===== config.mk =====
export PLATFORM = sky130hd
export DESIGN_NAME = code_entry_fsm
export DESIGN_NICKNAME = d
export VERILOG_FILES = /design/src/rtl/code_entry_fsm.sv
export SDC_FILE = /design/constraint.sdc
export NUM_CORES = 1
export LEC_CHECK = 0
export CORE_MARGIN = 2
export CORE_UTILIZATION = 30
export DETAILED_ROUTE_END_ITERATION = 12
export PLACE_DENSITY = 0.46
export SLEW_MARGIN = 20
export SYNTH_ARGS = -nofsm -noshare
export SYNTH_HDL_FRONTEND = slang
export SYNTH_SLANG_ARGS = --single-unit

===== constraint.sdc =====
create_clock -name clk_in -period 2.1 [get_ports clk_in]
set_input_delay 0.525 -clock clk_in [delete_from_list [all_inputs] [get_ports clk_in]]
set_output_delay 0.525 -clock clk_in [all_outputs]
set_load 0.03 [all_outputs]

===== src/rtl/code_entry_fsm.sv =====
// code_entry_fsm - digit-code controller for the digital lock.
// Edge-detects four debounced key levels into 2-bit digits, collects a
// CODE_LEN-digit sequence, compares it with the stored code and drives the
// lock status. Supports code change while unlocked and an inter-key timeout.
// Optional feature: define LOCKOUT_EN to add the failed-attempt lockout
// (LOCKOUT state, fail counter, lockout timer); otherwise lockout_out is 0.
// Key, lock and set edges are registered once before the FSM, so the FSM
// acts one cycle after a level is first sampled high.
module code_entry_fsm #(
    parameter int                    CODE_LEN       = 4,
    parameter logic [2*CODE_LEN-1:0] DEFAULT_CODE   = 8'b00_01_10_11,
    parameter int                    TIMEOUT_CYCLES = 50_000_000,
    parameter int                    MAX_FAILS      = 3,
    parameter int                    LOCKOUT_CYCLES = 500_000_000
) (
    input  logic       clk_in,
    input  logic       rst_n_in,
    input  logic [3:0] key_in,
    input  logic       lock_in,
    input  logic       set_in,
    output logic       unlocked_out,
    output logic       error_out,
    output logic [3:0] digit_cnt_out,
    output logic       lockout_out
);

    localparam int CW = 2 * CODE_LEN;

`ifdef LOCKOUT_EN
    localparam bit LOCKOUT_ON = 1'b1;
`else
    localparam bit LOCKOUT_ON = 1'b0;
`endif

    // One shared timer serves the inter-key timeout and the lockout period,
    // so it is sized for the longer of the two when lockout is built in.
    localparam int TIMER_MAX = (LOCKOUT_ON && (LOCKOUT_CYCLES > TIMEOUT_CYCLES)) ?
                               LOCKOUT_CYCLES : TIMEOUT_CYCLES;
    localparam int TW = $clog2(TIMER_MAX + 1);
    localparam logic [TW-1:0] TIMER_SAT    = TW'(TIMER_MAX);
    localparam logic [TW-1:0] TIMEOUT_LAST = TW'(TIMEOUT_CYCLES - 1);
    localparam logic [3:0]    CODE_LEN_CNT = 4'(CODE_LEN);

`ifdef LOCKOUT_EN
    localparam int FW = $clog2(MAX_FAILS + 1);
    localparam logic [FW-1:0] FAILS_LIMIT  = FW'(MAX_FAILS);
    localparam logic [TW-1:0] LOCKOUT_LAST = TW'(LOCKOUT_CYCLES - 1);
`endif

    // Reject configurations the counters cannot represent.
    if ((CODE_LEN < 1) || (CODE_LEN > 8) || (TIMEOUT_CYCLES < 1) ||
        (MAX_FAILS < 1) || (LOCKOUT_CYCLES < 1)) begin : g_bad_config
        $error("code_entry_fsm: parameter out of range");
    end

`ifdef LOCKOUT_EN
    typedef enum logic [2:0] {
        IDLE, ENTRY, CHECK, UNLOCKED, SET, LOCKOUT
    } state_t;
`else
    typedef enum logic [2:0] {
        IDLE, ENTRY, CHECK, UNLOCKED, SET
    } state_t;
`endif

    // Edge-detect state
    logic [3:0] key_prev_reg;
    logic [3:0] key_press_reg;
    logic [3:0] key_press_next;
    logic       lock_prev_reg;
    logic       lock_press_reg;
    logic       set_prev_reg;
    logic       set_press_reg;

    // FSM and datapath state
    state_t        state_reg,       state_next;
    logic [CW-1:0] code_buf_reg,    code_buf_next;
    logic          seq_ok_reg,      seq_ok_next;
    logic [3:0]    digit_cnt_reg,   digit_cnt_next;
    logic [TW-1:0] timer_reg,       timer_next;
    logic [CW-1:0] stored_code_reg, stored_code_next;
`ifdef LOCKOUT_EN
    logic [FW-1:0] fail_cnt_reg,    fail_cnt_next;
    logic [FW-1:0] fail_inc;
`endif

    // Decoded helpers
    logic          press_any;
    logic          press_multi;
    logic [1:0]    digit;
    logic [CW-1:0] shifted_code;
    logic [3:0]    cnt_inc;
    logic [TW-1:0] timer_inc;
    logic          code_ok;

    genvar gi;
    generate
        for (gi = 0; gi < 4; gi++) begin : g_key_edge
            assign key_press_next[gi] = key_in[gi] & ~key_prev_reg[gi];
        end
    endgenerate

    // Register input levels and their rising edges; cleared to 0 so a key
    // held through reset release still counts as a press.
    always_ff @(posedge clk_in or negedge rst_n_in) begin
        if (!rst_n_in) begin
            key_prev_reg   <= 4'd0;
            key_press_reg  <= 4'd0;
            lock_prev_reg  <= 1'b0;
            lock_press_reg <= 1'b0;
            set_prev_reg   <= 1'b0;
            set_press_reg  <= 1'b0;
        end else begin
            key_prev_reg   <= key_in;
            key_press_reg  <= key_press_next;
            lock_prev_reg  <= lock_in;
            lock_press_reg <= lock_in & ~lock_prev_reg;
            set_prev_reg   <= set_in;
            set_press_reg  <= set_in & ~set_prev_reg;
        end
    end

    // Decode the registered key edges into a digit and derived values.
    always_comb begin
        press_any   = |key_press_reg;
        press_multi = (key_press_reg & (key_press_reg - 4'd1)) != 4'd0;
        digit       = 2'd0;
        for (int i = 3; i >= 0; i--) begin
            if (key_press_reg[i]) begin
                digit = 2'(i);
            end
        end
        shifted_code = (code_buf_reg << 2) | CW'(digit);
        cnt_inc      = digit_cnt_reg + 4'd1;
        timer_inc    = (timer_reg == TIMER_SAT) ? timer_reg : timer_reg + TW'(1);
        code_ok      = seq_ok_reg && (code_buf_reg == stored_code_reg);
`ifdef LOCKOUT_EN
        fail_inc     = (fail_cnt_reg == FAILS_LIMIT) ? fail_cnt_reg : fail_cnt_reg + FW'(1);
`endif
    end

    // Next-state and datapath updates. The entry buffer doubles as the
    // shadow register in SET since the two are never live together.
    always_comb begin
        state_next       = state_reg;
        code_buf_next    = code_buf_reg;
        seq_ok_next      = seq_ok_reg;
        digit_cnt_next   = digit_cnt_reg;
        timer_next       = timer_reg;
        stored_code_next = stored_code_reg;
`ifdef LOCKOUT_EN
        fail_cnt_next    = fail_cnt_reg;
`endif
        case (state_reg)
            IDLE: begin
                timer_next = '0;
                if (press_any) begin
                    code_buf_next  = shifted_code;
                    seq_ok_next    = ~press_multi;
                    digit_cnt_next = 4'd1;
                    state_next     = (CODE_LEN_CNT == 4'd1) ? CHECK : ENTRY;
                end
            end

            ENTRY: begin
                if (press_any) begin
                    code_buf_next  = shifted_code;
                    seq_ok_next    = seq_ok_reg & ~press_multi;
                    digit_cnt_next = cnt_inc;
                    timer_next     = '0;
                    if (cnt_inc == CODE_LEN_CNT) begin
                        state_next = CHECK;
                    end
                end else if (timer_reg == TIMEOUT_LAST) begin
                    // Abandoned entry: silent abort, not a failed attempt.
                    state_next     = IDLE;
                    code_buf_next  = '0;
                    digit_cnt_next = 4'd0;
                    timer_next     = '0;
                end else begin
                    timer_next = timer_inc;
                end
            end

            CHECK: begin
                code_buf_next  = '0;
                digit_cnt_next = 4'd0;
                seq_ok_next    = 1'b1;
                timer_next     = '0;
                if (code_ok) begin
                    state_next = UNLOCKED;
`ifdef LOCKOUT_EN
                    fail_cnt_next = '0;
`endif
                end else begin
`ifdef LOCKOUT_EN
                    fail_cnt_next = fail_inc;
                    state_next    = (fail_inc == FAILS_LIMIT) ? LOCKOUT : IDLE;
`else
                    state_next    = IDLE;
`endif
                end
            end

            UNLOCKED: begin
                timer_next = '0;
                if (lock_press_reg) begin
                    state_next = IDLE;
                end else if (set_press_reg) begin
                    state_next     = SET;
                    code_buf_next  = '0;
                    seq_ok_next    = 1'b1;
                    digit_cnt_next = 4'd0;
                end
            end

            SET: begin
                if (lock_press_reg) begin
                    state_next     = IDLE;
                    code_buf_next  = '0;
                    digit_cnt_next = 4'd0;
                    timer_next     = '0;
                end else if (press_any) begin
                    code_buf_next  = shifted_code;
                    seq_ok_next    = seq_ok_reg & ~press_multi;
                    digit_cnt_next = cnt_inc;
                    timer_next     = '0;
                    if (cnt_inc == CODE_LEN_CNT) begin
                        // Only a clean sequence replaces the stored code.
                        if (seq_ok_reg && !press_multi) begin
                            stored_code_next = shifted_code;
                        end
                        state_next     = UNLOCKED;
                        code_buf_next  = '0;
                        digit_cnt_next = 4'd0;
                    end
                end else if (timer_reg == TIMEOUT_LAST) begin
                    state_next     = UNLOCKED;
                    code_buf_next  = '0;
                    digit_cnt_next = 4'd0;
                    timer_next     = '0;
                end else begin
                    timer_next = timer_inc;
                end
            end

`ifdef LOCKOUT_EN
            LOCKOUT: begin
                if (timer_reg == LOCKOUT_LAST) begin
                    state_next    = IDLE;
                    fail_cnt_next = '0;
                    timer_next    = '0;
                end else begin
                    timer_next = timer_inc;
                end
            end
`endif

            default: begin
                state_next     = IDLE;
                code_buf_next  = '0;
                digit_cnt_next = 4'd0;
                timer_next     = '0;
            end
        endcase
    end

    // State and datapath registers; the stored code is not persistent.
    always_ff @(posedge clk_in or negedge rst_n_in) begin
        if (!rst_n_in) begin
            state_reg       <= IDLE;
            code_buf_reg    <= '0;
            seq_ok_reg      <= 1'b1;
            digit_cnt_reg   <= 4'd0;
            timer_reg       <= '0;
            stored_code_reg <= DEFAULT_CODE;
`ifdef LOCKOUT_EN
            fail_cnt_reg    <= '0;
`endif
        end else begin
            state_reg       <= state_next;
            code_buf_reg    <= code_buf_next;
            seq_ok_reg      <= seq_ok_next;
            digit_cnt_reg   <= digit_cnt_next;
            timer_reg       <= timer_next;
            stored_code_reg <= stored_code_next;
`ifdef LOCKOUT_EN
            fail_cnt_reg    <= fail_cnt_next;
`endif
        end
    end

    assign unlocked_out  = (state_reg == UNLOCKED) || (state_reg == SET);
    assign error_out     = (state_reg == CHECK) && !code_ok;
    assign digit_cnt_out = digit_cnt_reg;
`ifdef LOCKOUT_EN
    assign lockout_out   = (state_reg == LOCKOUT);
`else
    assign lockout_out   = 1'b0;
`endif

endmodule


# Word-level counts from Yosys, hierarchy flattened
# Cells that the tools add are included.
# word_totals
ram_bits	0
ff_bits	62
latchBits	0
wordCells	108
mem_count	0
rom_bits	0
# classes
magnitude_cmp	0
addsub	3
n_mul	0
reduce_logical	14
mux	45
bitwise_logic	17
shifts	0
div_mod_pow	0
eq_ne	17
# op_table
op	n
26-bit two-way mux	4
8-bit two-way mux	8
26-bit equality test (second input constant)	2
26-bit one-hot mux with 2 select lines	1
4-bit two-way mux	8
8-bit one-hot mux with 4 select lines	1
3-bit two-way mux	10
26-bit by 1-bit adder with 26-bit output (second input constant)	1
4-bit one-hot mux with 4 select lines	1
3-bit one-hot mux with 5 select lines	1
2-bit two-way mux	5
5-bit AND reduction	2
3-bit inequality test (second input constant)	3
8-bit equality test	1
2-bit inequality test (second input constant)	4
4-bit inequality test (second input constant)	2
1-bit inverter	8
8-bit by 2-bit OR with 8-bit output	1
1-bit bitwise AND	7
3-bit by 2-bit equality test with 1-bit output (second input constant)	2
6-bit AND reduction	1
1-bit two-way mux	5
1-bit one-hot mux with 5 select lines	1
5-bit nonzero test	1
other kinds (13)	16

# Logic depth before layout (Yosys ltp)
# logic_depth
word_depth	9
mapped_depth	8

# Least setup slack after synthesis
# OpenSTA, ideal clock, no wires.
# synth_timing
kind	register -> register
start	register digit_cnt_reg[0] (netlist: digit_cnt_out[0])
end	register stored_code_reg[2]
path_stages_with_launch	7
setup_time_ns	0.125
path_slack_ns	-0.125
arrival_time_ns	2.101
path_buffers	1
path_cell_list	dfrtp_1 ha_1 or3b_2 clkbuf_1 nor4_1 nand3_1 mux2_2
# synth_between
elab_chain_len	3
# synth_rtl
element	line_no	rtl
from (decl)	79	logic [3:0] digit_cnt_reg, digit_cnt_next;
from (signal assigned)	284	digit_cnt_reg <= digit_cnt_next;
4-bit by 1-bit adder with 4-bit output	134	cnt_inc = digit_cnt_reg + 4'd1;
4-bit by 3-bit equality test with 1-bit output	228	if (cnt_inc == CODE_LEN_CNT) begin
5-bit AND reduction (no source line)	-	
to (signal assigned)	286	stored_code_reg <= stored_code_next;
to (decl)	81	logic [CW-1:0] stored_code_reg, stored_code_next;
# No other way between the ends.
# A chain may end at the register's enable or synchronous reset.

# Worst setup path in the final report
# layout_timing
start	register stored_code_reg[4]
end	output error_out
# layout_between
elab_chain_len	4
# layout_rtl
element	line_no	rtl
8-bit equality test	136	code_ok = seq_ok_reg && (code_buf_reg == stored_code_reg);
1-bit logical AND	136	
1-bit zero test	294	assign error_out = (state_reg == CHECK) && !code_ok;
1-bit logical AND	294	
to (decl)	22	output logic error_out,
# No other way between the ends.

==> impl_results.rst <==
.. list-table::
   :header-rows: 1

   * - Metric
     - Value
   * - Clock buffers created by TritonCTS
     - 9
   * - Worst-path maximum fanout
     - 2
   * - CTS Root Cell
     - sky130_fd_sc_hd__clkbuf_8
   * - Max Transition Viols Final
     - 0
   * - Post-synthesis net count
     - 325
   * - Number of design rule violations left after detail routing
     - 0
   * - Area overhead of the layout relative to synthesis
     - 24.8%
   * - Violations in the final reports
     - negative setup slack
   * - Number of antenna violations at the first check in global routing
     - 0
   * - Switching part of the total
     - 36.1%
   * - TritonCTS clock tree
     - built
   * - Number of enable flip-flop cells after synthesis
     - 0
   * - Count of hold-fix buffers inserted at cts
     - 0
   * - Total via count after detailed routing
     - 2465
   * - Flip-flop count of the largest register after layout
     - 26
   * - Number of max-cap violations
     - 0
   * - Core box area
     - 0.0103 sq mm
   * - Avg WL per Cell
     - 13.8 um
   * - Remaining global-route overflow
     - 0
   * - Final weighted congestion in routability-driven placement
     - 0.792
   * - Area of the mapped netlist
     - 0.00320 sq mm
   * - Count of endpoints failing hold in the final timing report
     - 0
   * - Most common library cells after synthesis
     - 57 x sky130_fd_sc_hd__dfrtp_1, 29 x sky130_fd_sc_hd__nor2_1, 21 x sky130_fd_sc_hd__xnor2_1
   * - Proportion of power drawn by combinational gates
     - 40.5%
   * - Number of port buffers
     - 13
   * - Sum of negative setup slack
     - -0.0650 ns
   * - Routed Antenna Nets
     - 0
   * - Async set-or-reset flop fraction in the synthesized netlist
     - 100%
   * - Overall die height
     - 107 um
   * - First drt pass iteration count
     - 4
   * - HPWL after DPL
     - 5.12 mm
   * - Maximum number of pins on one net before global-route repair
     - 36
   * - Via-per-instance ratio
     - 4.81
   * - Timing startpoint of the critical path
     - stored_code_reg[4]
   * - Count of endpoints failing setup in the final report
     - 1
   * - Net total in the final layout
     - 384
   * - Yosys top cell area share
     - 44.5%
   * - Num ports
     - 15
   * - Pre-CTS setup slack
     - -0.190 ns
   * - Leakage
     - 0.00166 uW
   * - Filler Cell Count
     - 1039
   * - GRT Total Usage
     - 13.5%
   * - Number of different library cells in the post-synthesis netlist
     - 58
   * - Wire length of the first global-routing pass
     - 12.2 mm
   * - Relative contribution of the clock network to total power
     - 22.4%
   * - Total number of placement rows
     - 37
   * - Horizontal extent of the die
     - 107 um
   * - Total number of yosys warnings
     - 0
   * - Sw power
     - 1410 uW
   * - Peak supply drop
     - 0.377 mV
   * - Iteration-0 DRC Markers
     - 65
   * - Die footprint
     - 0.0115 sq mm
   * - Effective utilization at floorplan
     - 31.0%
   * - Sequential-to-total area share from yosys stat
     - 48.7%
   * - Synthesized flop and latch total
     - 62
   * - Outcome
     - complete, but fails checks
   * - Vias in the first global route
     - 2468
   * - Finished Cell Area
     - 0.00400 sq mm
   * - Number of sinks driven by the clock tree
     - 62
   * - P_int
     - 2500 uW
   * - Startpoint of the most critical register-to-register path
     - key_press_reg[0]
   * - Element type at the critical path start
     - flop
   * - Main flop type after synthesis
     - sky130_fd_sc_hd__dfrtp_1
   * - Maximum clock frequency
     - 462 MHz
   * - Instance count of the mapped netlist
     - 314
   * - Setup clock skew after layout
     - 0.0115 ns
   * - Clk_lat worst skew
     - 0.33 ns
   * - Clock-pin slew reported for the worst setup and hold paths after clock tree synthesis
     - 0.07 ns
   * - Worst-case setup margin in the final layout
     - -0.0650 ns
   * - Cell with the most instances after synthesis
     - sky130_fd_sc_hd__dfrtp_1
   * - Total wire length after detailed routing
     - 7.08 mm
   * - Fraction of layout instances using a drive strength above 1
     - 25.5%
   * - Synth Area per Inst
     - 10.2 sq um
   * - Antenna Diode Count
     - 0
   * - Post-synthesis cell type with the largest combined area
     - sky130_fd_sc_hd__dfrtp_1
   * - Path class of the lowest-slack min-delay path
     - in -> async
   * - Unrepaired setup endpoints after global routing
     - true
   * - Cell types occupying the most area after synthesis
     - sky130_fd_sc_hd__dfrtp_1 45%, sky130_fd_sc_hd__xnor2_1 5.7%, sky130_fd_sc_hd__dfstp_2 4.1%
   * - Worst-case clock buffer depth
     - 2
   * - Area of all sequential standard cells
     - 0.00156 sq mm
   * - Endpoint type of the worst setup path
     - output pin
   * - Final critical-path required period
     - 2.17 ns
   * - Ratio of total power to cell area
     - 978 mW/mm^2
   * - Worst setup slack for register-to-register paths
     - 0.11 ns
   * - Worst path required time
     - 1.57 ns
   * - Sequential cell fraction of total power
     - 37.1%
   * - Setup CP Type
     - reg -> out
   * - Combined area of the multi-input logic cells
     - 0.00156 sq mm
   * - Placed cell area
     - 0.00380 sq mm
   * - Period utilization
     - 103%
   * - H-tree level count
     - 3
   * - Crit path arrival time
     - 1.64 ns
==> cells by family (layout without fill, tap and decap cells) <==
kind of cell,after synthesis,in the layout,share of synthesized area (%)
simple gates,128,128,21.5
flops,62,62,48.7
compound gates,57,57,13.6
xor+xnor,28,28,7.66
buf+inv,26,89,4.18
mux,9,9,3.13
fa+ha+maj,3,3,1.17
other cells,1,1,0.117
==> worst max-delay path, cell delays in order, from the launching register on <==
cell	delay, ns
sky130_fd_sc_hd__dfstp_2	0.55
sky130_fd_sc_hd__xnor2_2	0.12
sky130_fd_sc_hd__nand4_1	0.15
sky130_fd_sc_hd__nor3_2	0.14
sky130_fd_sc_hd__buf_4	0.15
sky130_fd_sc_hd__nor3_2	0.03
sky130_fd_sc_hd__buf_4	0.17
==> per-stage QoR <==
stage | total power, uW | util (%) | hold WS (ns) | std cells
after floorplan | 2390 | - | 0.229 | 314
after global placement | 3000 | 36.8 | 0.382 | 496
after detailed placement | 3000 | 36.8 | 0.384 | 496
after CTS | 3950 | 38.5 | 0.139 | 512
after global routing | 4170 | 38.7 | 0.150 | 513
final | 3910 | 38.7 | 0.132 | 513
==> cell usage in the layout (no fill, tap or decap), types with 3 or more instances in the layout <==
cell type,n
sky130_fd_sc_hd__nor2b_1,9
sky130_fd_sc_hd__o21ai_0,7
sky130_fd_sc_hd__a21oi_1,11
sky130_fd_sc_hd__nand2_1,20
sky130_fd_sc_hd__nand4_1,8
sky130_fd_sc_hd__and4_1,3
sky130_fd_sc_hd__a22o_1,6
sky130_fd_sc_hd__o22ai_1,3
sky130_fd_sc_hd__o221ai_1,3
sky130_fd_sc_hd__inv_1,13
sky130_fd_sc_hd__nor2_1,29
sky130_fd_sc_hd__and3_1,3
sky130_fd_sc_hd__dfrtp_1,55
sky130_fd_sc_hd__xor2_1,7
sky130_fd_sc_hd__or3_1,4
sky130_fd_sc_hd__o21bai_1,3
sky130_fd_sc_hd__mux2_2,7
sky130_fd_sc_hd__clkdlybuf4s50_1,10
sky130_fd_sc_hd__clkbuf_8,9
sky130_fd_sc_hd__nor4_1,7
sky130_fd_sc_hd__xnor2_1,20
sky130_fd_sc_hd__nor3_1,10
sky130_fd_sc_hd__nand2b_1,6
sky130_fd_sc_hd__nand3_1,14
sky130_fd_sc_hd__buf_4,48
sky130_fd_sc_hd__dfstp_2,5
==> worst paths after layout <==
path | end | depth (start not counted)
setup / recovery | error_out | 6
hold / removal | digit_cnt_out[2] | 1
setup reg to reg | state_reg[1] | 7
hold reg to reg | key_press_reg[2] | 1
max in group asynchronous | stored_code_reg[3] | 2
min in group clk_in | key_press_reg[2] | 1
==> layer usage <==
metal / vias up / GRT usage (%) / wire, um
met3: 5 / 3.63 / 181
met5: - / 0 / 0
met1: 1198 / 18.0 / 3470
li1: 1239 / - / -
met4: 0 / 3.43 / 46
met2: 23 / 21.9 / 3380
==> power by group through the flow <==
stage	clock [uW]	sequential (uW)	combinational [uW]
2_1_floorplan	0	1540	855
3_3_place_gp	0	1470	1530
3_5_place_dp	0	1470	1520
4_1_cts	917	1450	1580
5_1_grt	962	1470	1730
6_report	875	1450	1580
==> area by class of cell <==
class | instances | area share (%)
clock inverter | 4 | 0.626
clock buffer | 11 | 3.29
sequential | 62 | 39.0
multi-input combinational | 226 | 39.1
timing repair buffer | 61 | 12.4
inverter | 13 | 1.22
tap | 136 | 4.26
==> repair_timing <==
item	4_1_cts	5_1_grt
setup buffers	1	1
pin swaps	1	1
setup endpoints to repair	2	33
resized for setup	11	4
(Power assumes the default switching activity.)
